==> config.mk <==
export PLATFORM = sky130hd
export DESIGN_NAME = cordic_rr_scheduler
export DESIGN_NICKNAME = d
export VERILOG_FILES = /design/src/rtl/cordic_rr_scheduler.sv
export SDC_FILE = /design/constraint.sdc
export NUM_CORES = 1
export LEC_CHECK = 0
export CAP_MARGIN = 20
export CORE_ASPECT_RATIO = 1.4
export CORE_MARGIN = 4
export CORE_UTILIZATION = 40
export DETAILED_ROUTE_END_ITERATION = 7
export DONT_BUFFER_PORTS = 1
export HOLD_SLACK_MARGIN = 0.06
export MAX_ROUTING_LAYER = met4
export PLACE_DENSITY_LB_ADDON = 0.15
export SLEW_MARGIN = 10
export SYNTH_ARGS = -nofsm -noshare
export SYNTH_HDL_FRONTEND = slang
export SYNTH_SLANG_ARGS = --single-unit
==> constraint.sdc <==
create_clock -name clock -period 3.4 [get_ports clock]
set_input_delay 1.02 -clock clock [delete_from_list [all_inputs] [get_ports clock]]
set_output_delay 1.02 -clock clock [all_outputs]
set_load 0.05 [all_outputs]
==> src/rtl/cordic_rr_scheduler.sv <==
// Round-robin front end for one shared fixed-latency cosine CORDIC core.
// A tag pipe follows each operand through the core so that its result goes back to the requester that issued it.
module cordic_rr_scheduler #(
   parameter int unsigned NUM_REQ = 2,
   parameter int unsigned LATENCY = 14,
   parameter int unsigned DATA_W  = 32
) (
   input  logic                          clock,
   input  logic                          reset,
   input  logic [NUM_REQ-1:0]            req_valid,
   output logic [NUM_REQ-1:0]            req_ready,
   input  logic [NUM_REQ*DATA_W-1:0]     req_data,
   output logic [NUM_REQ-1:0]            rsp_valid,
   input  logic [NUM_REQ-1:0]            rsp_ready,
   output logic [DATA_W-1:0]             rsp_data,
   output logic                          cordic_aclr,
   output logic                          cordic_clk_en,
   output logic [DATA_W-1:0]             cordic_dataa,
   input  logic [DATA_W-1:0]             cordic_result,
   output logic [$clog2(LATENCY+2)-1:0]  in_flight
);

   localparam int unsigned TAG_W = (NUM_REQ > 1) ? $clog2(NUM_REQ) : 1;
   localparam int unsigned DEPTH = LATENCY + 1;
   localparam int unsigned IF_W  = $clog2(LATENCY + 2);

   logic [TAG_W-1:0] ptr;
   logic [DEPTH-1:0] pipe_v;
   logic [TAG_W-1:0] pipe_tag [DEPTH];
   logic             out_valid;
   logic [TAG_W-1:0] out_tag;
   logic             stall;
   logic             deliver;
   logic             accept;
   logic             any_grant;
   logic [TAG_W-1:0] grant;
   int unsigned      idx;

   assign out_valid     = pipe_v[DEPTH-1];
   assign out_tag       = pipe_tag[DEPTH-1];
   assign stall         = out_valid & ~rsp_ready[out_tag];
   assign deliver       = out_valid & rsp_ready[out_tag];
   assign accept        = any_grant & ~stall & ~reset;
   assign cordic_aclr   = reset;
   assign cordic_clk_en = ~stall;
   assign rsp_data      = cordic_result;

   // Search starts one past the last granted requester
   always_comb begin
      any_grant = 1'b0;
      grant     = '0;
      idx       = 0;
      for (int unsigned k = 1; k <= NUM_REQ; k++) begin
         idx = (32'(ptr) + k) % NUM_REQ;
         if (!any_grant && req_valid[TAG_W'(idx)]) begin
            any_grant = 1'b1;
            grant     = TAG_W'(idx);
         end
      end
   end

   always_comb begin
      req_ready = '0;
      if (accept) req_ready[grant] = 1'b1;
   end

   always_comb begin
      rsp_valid          = '0;
      rsp_valid[out_tag] = out_valid;
   end

   // Tag pipe, operand register and pointer all freeze together with the core
   always_ff @(posedge clock) begin
      if (reset) begin
         ptr          <= '0;
         pipe_v       <= '0;
         cordic_dataa <= '0;
         in_flight    <= '0;
         for (int unsigned k = 0; k < DEPTH; k++) pipe_tag[k] <= '0;
      end else begin
         if (!stall) begin
            pipe_v      <= {pipe_v[DEPTH-2:0], accept};
            pipe_tag[0] <= accept ? grant : '0;
            for (int unsigned k = 1; k < DEPTH; k++) pipe_tag[k] <= pipe_tag[k-1];
            if (accept) begin
               ptr          <= grant;
               cordic_dataa <= req_data[32'(grant)*DATA_W +: DATA_W];
            end
         end
         in_flight <= in_flight + IF_W'(accept) - IF_W'(deliver);
      end
   end

endmodule

==> key figures, run 1 <==
STA
  – Setup violators final: 0
  – Fin crit share: 87.5%
  – Setup Skew: 0.00728 ns
  – Slew HR: 57.0%
  – Final Max Tran Viols: 0
  – Final Hold Viols: 0
  – Max frequency: 336 MHz
  – Setup TNS: 0 ns
  – Unrepaired setup endpoints after global routing: no
  – Hold WS: 0.455 ns
  – Crit path time final: 2.98 ns
  – Worst Tran Pin Value: 0.644 ns

Worst setup path
  – CP Capture Type: primary output
  – CP Max Fanout: 13
  – WP data required: 2.38 ns
  – WP data arrival: 1.96 ns
  – CP startpoint kind: primary input
  – Kind of critical path: in -> out
  – FF-to-FF path depth: 9

Clock network
  – Clock Sinks: 67
  – Clk root buf: clkbuf_8
  – Cts hold-fix bufs: 0
  – Clk slew on worst S/H paths: 0.08 ns
  – Worst-skew pair later-pin latency: 0.33 ns
  – Post-CTS sizing: 0
  – Clock H-tree levels: 3
  – CTS tree: yes
  – Post-CTS setup buffer count: 0
  – CTS buffer count: 9
  – Deepest clock path buffer count: 2

Synthesis
  – Synth top area share: 32.1%
  – Post-synth EDFFs: 15
  – Ranking of synthesized cells by instance count: dfxtp_1 (52), nand2_1 (35), buf_4 (33)
  – Yosys warnings: 0
  – #FFs+latches synth: 67
  – Ys flop type: dfxtp_1
  – Mapped Nets: 433
  – Netlist cell types: 40
  – Cell taking the most area after synthesis: dfxtp_1
  – Post-Syn Area: 0.00324 mm^2
  – Seq/Total Area, Yosys: 46.0%
  – Post-synthesis cell count: 326
  – Post-Syn Area per Cell: 9.94 um^2
  – Area contributors post-synth: dfxtp_1 (32%), edfxtp_1 (14%), a32oi_1 (8.6%)
  – Synth async-reset ratio: 0%
  – Top-count cell post-synth: dfxtp_1

Worst hold path
  – Hold crit path type: reg -> reg
  – WHS Path Cells: 2

Finish
  – Share of layout cells above drive strength 1: 14.2%
  – Number of fill cells: 790
  – Net count reported at finish: 390
  – Diode count: 0
  – Finished layout cell area: 0.00323 mm^2
  – Area delta synth->final: -0.424%
  – Footprint of the multi-input gates: 0.00130 mm^2
  – Register area: 0.00149 mm^2

Global routing
  – Gr busiest metal: met2
  – Grt ovf: 0
  – Initial antenna violation count: 0
  – Vias in the first global route: 2267
  – Largest net degree at the start of global routing: 59
  – Met2 Use GR: 24.7%
  – First-pass GRT wire length: 11900 um
  – GRT Util Overall: 15.9%
  – Global routing usage on met3: 5.69%
  – Grt met1 use: 19.3%

Route
  – DRC viols: 0
  – Detailed Route Iter0 Violations: 166
  – Routed WL: 7390 um
  – Pre-Repair DR Iteration Count: 4
  – Average wire per standard cell: 19.0 um
  – Vias: 2337
  – Vias per cell: 6.02
  – ANT nets after route: 0

Die
  – I/O pin total: 176
  – Die Span X: 84.1 um
  – Effective utilization at floorplan: 41.3%
  – Chip Height: 115 um
  – Die area: 0.00963 mm^2
  – CORE AREA: 0.00785 mm^2
  – Std-Cell Rows: 38

Power and ir drop
  – P_leak: 1.08 nW
  – Peak supply drop: 0.000205 V
  – P per Cell Area: 550 mW/mm^2

Place
  – DP Area: 0.00305 mm^2
  – Post-DP HPWL: 4900 um
  – Port buffer count: 0
  – Placer Congestion: 0.728

Run status
  – Outcome: completed

Run
  – Max Cap Violations: 0
-- cell type report --
class,instances,share of cell area [%]
sequential,67,46.2
multi-input combinational,186,40.2
clock buffer,10,4.26
tap,100,3.88
timing repair buffer,11,3.33
clock inverter,6,1.20
inverter,8,0.930
-- flip-flops by register name, summed over array words and instances (netlist names) --
signal / cells
in_flight: 4
ptr: 1
pipe_v: 15
cordic_dataa: 32
pipe_tag: 15
-- kinds of logic after synthesis --
family	synth area share, %
fa+ha+maj	2.16
xor+xnor	0.540
flops	46.0
compound gates	25.2
buf+inv	14.0
simple gates	11.2
mux	0.887
-- power breakdown --
group	leakage (nW)	switching (mW)	internal, mW
logic	0.375	0.0855	0.0690
registers	0.612	0.170	0.854
clock network	0.0967	0.312	0.285
-- routing by layer --
layer	share of wire (%)	vias up
met2	49	109
met4	0.97	0
li1	-	1102
met3	8.7	6
met5	0	-
met1	42	1120
-- through the flow --
| step | cells | utilization [%] | power, mW | worst slack (ns) |
|---|---|---|---|---|
| global placement | 372 | 38.9 | 1.20 | 0.432 |
| finish | 388 | 41.1 | 1.78 | 0.424 |
| global route | 388 | 41.1 | 1.86 | 0.337 |
| CTS | 388 | 41.1 | 1.80 | 0.392 |
| floorplan | 326 | - | 1.28 | 0.328 |
| detailed placement | 372 | 38.9 | 1.20 | 0.384 |
-- placed cells by master, fill, tap and decap left out, types with 2 or more instances in the layout --
cell type / Yosys / routed
a32oi_1: 32 / 32
o21ai_0: 15 / 15
inv_1: 6 / 6
o32ai_2: 3 / 3
nor2_1: 5 / 5
nand2_1: 35 / 35
and2_4: 3 / 3
edfxtp_1: 15 / 15
a21oi_1: 14 / 14
buf_4: 33 / 9
nand3_1: 13 / 13
and2_1: 9 / 9
buf_12: 0 / 2
clkbuf_8: 0 / 10
xor2_1: 2 / 2
o32ai_1: 29 / 29
clkinv_2: 0 / 3
ha_1: 4 / 4
nor2b_1: 6 / 6
dfxtp_1: 52 / 52
-- final timing paths --
check,end,from,slack [ns]
max,req_ready[0],rsp_ready[0],0.42
min,pipe_v[4]$_SDFFE_PP0N_,pipe_v[4]$_SDFFE_PP0N_,0.46
max reg2reg,in_flight[3]$_SDFF_PP0_,pipe_tag[0][14]$_SDFFCE_PP0P_,0.86
min reg2reg,pipe_v[4]$_SDFFE_PP0N_,pipe_v[4]$_SDFFE_PP0N_,0.46
-- worst max-delay path: stages --
cell and delay (ns):
mux2i_2 0.07, a21oi_2 0.43, and3_1 0.29, buf_12 0.15
No activity file was read; power rests on OpenSTA's default activity.
==> inputs of run 2 (changes only) <==
--- a/config.mk
+++ b/config.mk
@@ -12,7 +12,6 @@
 export DETAILED_ROUTE_END_ITERATION = 7
 export DONT_BUFFER_PORTS = 1
 export HOLD_SLACK_MARGIN = 0.06
-export MAX_ROUTING_LAYER = met4
 export PLACE_DENSITY_LB_ADDON = 0.15
 export SLEW_MARGIN = 10
 export SYNTH_ARGS = -nofsm -noshare
==> key figures, run 2 (synthesis gave the netlist of run 1 again) <==
STA
  – Setup TNS: 0 ns (unchanged)
  – Final WS setup: 0.422 ns (-0.00198 ns)
  – Unrepaired setup endpoints after global routing: no
  – Crit path time final: 2.98 ns (+0.00198 ns)
  – Max frequency: 336 MHz (about the same)
  – Slew HR: 56.7% (-0.24 points)
  – Fin crit share: 87.6% (about the same)
  – Worst Tran Pin Value: 0.648 ns (+0.00362 ns)
  – Setup violators final: 0 (unchanged)
  – Final Max Tran Viols: 0 (unchanged)
  – Hold WS: 0.454 ns (-0.00138 ns)
  – Final Hold Viols: 0 (unchanged)
  – Setup Skew: 0.0120 ns (+0.00471 ns)

Clock network
  – Clk root buf: clkbuf_8
  – Post-CTS sizing: 0 (unchanged)
  – Clock H-tree levels: 3 (unchanged)
  – Worst-skew pair later-pin latency: 0.34 ns (about the same)
  – Clk slew on worst S/H paths: 0.07 ns (about the same)
  – Clock Sinks: 67 (unchanged)
  – Deepest clock path buffer count: 2 (unchanged)
  – CTS buffer count: 9 (unchanged)
  – CTS tree: yes
  – Cts hold-fix bufs: 0 (unchanged)
  – Post-CTS setup buffer count: 0 (unchanged)

Die
  – Effective utilization at floorplan: 41.3% (unchanged)
  – Die area: 0.00963 mm^2 (unchanged)
  – Die Span X: 84.1 um (unchanged)
  – CORE AREA: 0.00785 mm^2 (unchanged)
  – I/O pin total: 176 (unchanged)
  – Chip Height: 115 um (unchanged)
  – Std-Cell Rows: 38 (unchanged)

Worst setup path
  – WP data required: 2.38 ns (about the same)
  – CP Max Fanout: 13 (unchanged)
  – WP data arrival: 1.96 ns (about the same)
  – Kind of critical path: in -> out
  – Reg2reg start: pipe_tag[0][14]$_SDFFCE_PP0P_
  – CP startpoint kind: primary input
  – CP Capture Type: primary output
  – Critical Path Source: rsp_ready[0]

Route
  – Pre-Repair DR Iteration Count: 5 (+1)
  – Detailed Route Iter0 Violations: 135 (-19%)
  – Routed WL: 7400 um (+0.14%)
  – Vias: 2315 (-0.94%)
  – Average wire per standard cell: 19.1 um (+0.14%)
  – Vias per cell: 5.97 (-0.94%)
  – ANT nets after route: 0 (unchanged)
  – DRC viols: 0 (unchanged)

Finish
  – Reg with most FFs: cordic_dataa
  – Area delta synth->final: -0.424% (unchanged)
  – Net count reported at finish: 390 (unchanged)
  – Biggest regs: cordic_dataa x32, pipe_tag x15, pipe_v x15
  – Max FFs per register: 32 (unchanged)
  – Diode count: 0 (unchanged)
  – Share of layout cells above drive strength 1: 14.2% (unchanged)
  – Commonest non-fill, non-tap cell in the layout: dfxtp_1
  – Most frequent cells in the layout: dfxtp_1 (52), nand2_1 (35), a32oi_1 (32), o32ai_1 (29)
  – Final cell count without fillers: 388 (unchanged)

Worst hold path
  – Hold crit path type: reg -> reg
  – Hold Startpoint: pipe_v[4]$_SDFFE_PP0N_

Power and ir drop
  – P per Cell Area: 551 mW/mm^2 (+0.17%)
  – Internal power: 1.21 mW (about the same)
  – Seq pwr share: 57.6% (about the same)
  – Peak supply drop: 0.000203 V (-0.68%)
  – Clock power frac: 33.7% (about the same)
  – Switching share of power: 32.1% (+0.12 points)
  – P_leak: 1.08 nW (unchanged)
  – Total power: 1.78 mW (+0.17%)
  – Switching pwr: 0.570 mW (+0.53%)
  – Combinational share of power: 8.7% (about the same)

Place
  – Placer Congestion: 0.720 (-1.2%)
  – Setup slack at placement: 0.384 ns (unchanged)
  – Post-DP HPWL: 4900 um (unchanged)
  – Placed Instances: 372 (unchanged)
  – Port buffer count: 0 (unchanged)

Run status
  – Outcome: completed

Global routing
  – Met2 Use GR: 24.7% (-0.053 points)
  – First-pass GRT wire length: 11800 um (about the same)
  – Vias in the first global route: 2272 (+0.22%)
  – Global routing usage on met3: 6.41% (+0.72 points)
  – Initial antenna violation count: 0 (unchanged)
  – GRT Util Overall: 15.4% (-0.48 points)
  – Grt met1 use: 18.8% (-0.49 points)
  – Largest net degree at the start of global routing: 59 (unchanged)
  – Grt ovf: 0 (unchanged)
  – Gr busiest metal: met2

Run
  – Max Cap Violations: 0 (unchanged)
run 2: per-stage QoR:
step                utilization, %  cell area (um^2)
floorplan                        -              3240
global placement              38.9              3050
detailed placement            38.9              3050
CTS                           41.1              3230
global route                  41.1              3230
finish                        41.1              3230
run 2: layout make-up:
type,instances,area [um^2]
multi-input combinational,186,1300
inverter,8,30.0
sequential,67,1490
fill,790,4620
clock inverter,6,38.8
timing repair buffer,11,108
clock buffer,10,138
tap,100,125
run 2: per-layer routing:
| metal | vias to the layer above | wire length (um) |
|---|---|---|
| li1 | 1097 | - |
| met1 | 1100 | 3060 |
| met2 | 114 | 3600 |
| met3 | 4 | 672 |
| met4 | 0 | 63 |
| met5 | - | 0 |
run 2: worst max-delay path, stage by stage:
cell and delay [ns]:
mux2i_2 0.07, a21oi_2 0.43, and3_1 0.29, buf_12 0.15
run 2: worst paths after layout:
path | to | slack (ns) | cells past startpoint
hold / removal | pipe_v[4]$_SDFFE_PP0N_ | 0.45 | 2
setup reg to reg | in_flight[3]$_SDFF_PP0_ | 0.86 | 9
setup / recovery | req_ready[0] | 0.42 | 4
hold reg to reg | pipe_v[4]$_SDFFE_PP0N_ | 0.45 | 2
run 2: power by group through the flow:
| stage | clock [mW] | sequential [mW] | combinational [mW] |
|---|---|---|---|
| after floorplan | 0 | 1.03 | 0.249 |
| after global placement | 0 | 1.05 | 0.153 |
| after detailed placement | 0 | 1.04 | 0.156 |
| after CTS | 0.614 | 1.03 | 0.156 |
| after global routing | 0.656 | 1.03 | 0.175 |
| final | 0.599 | 1.02 | 0.155 |
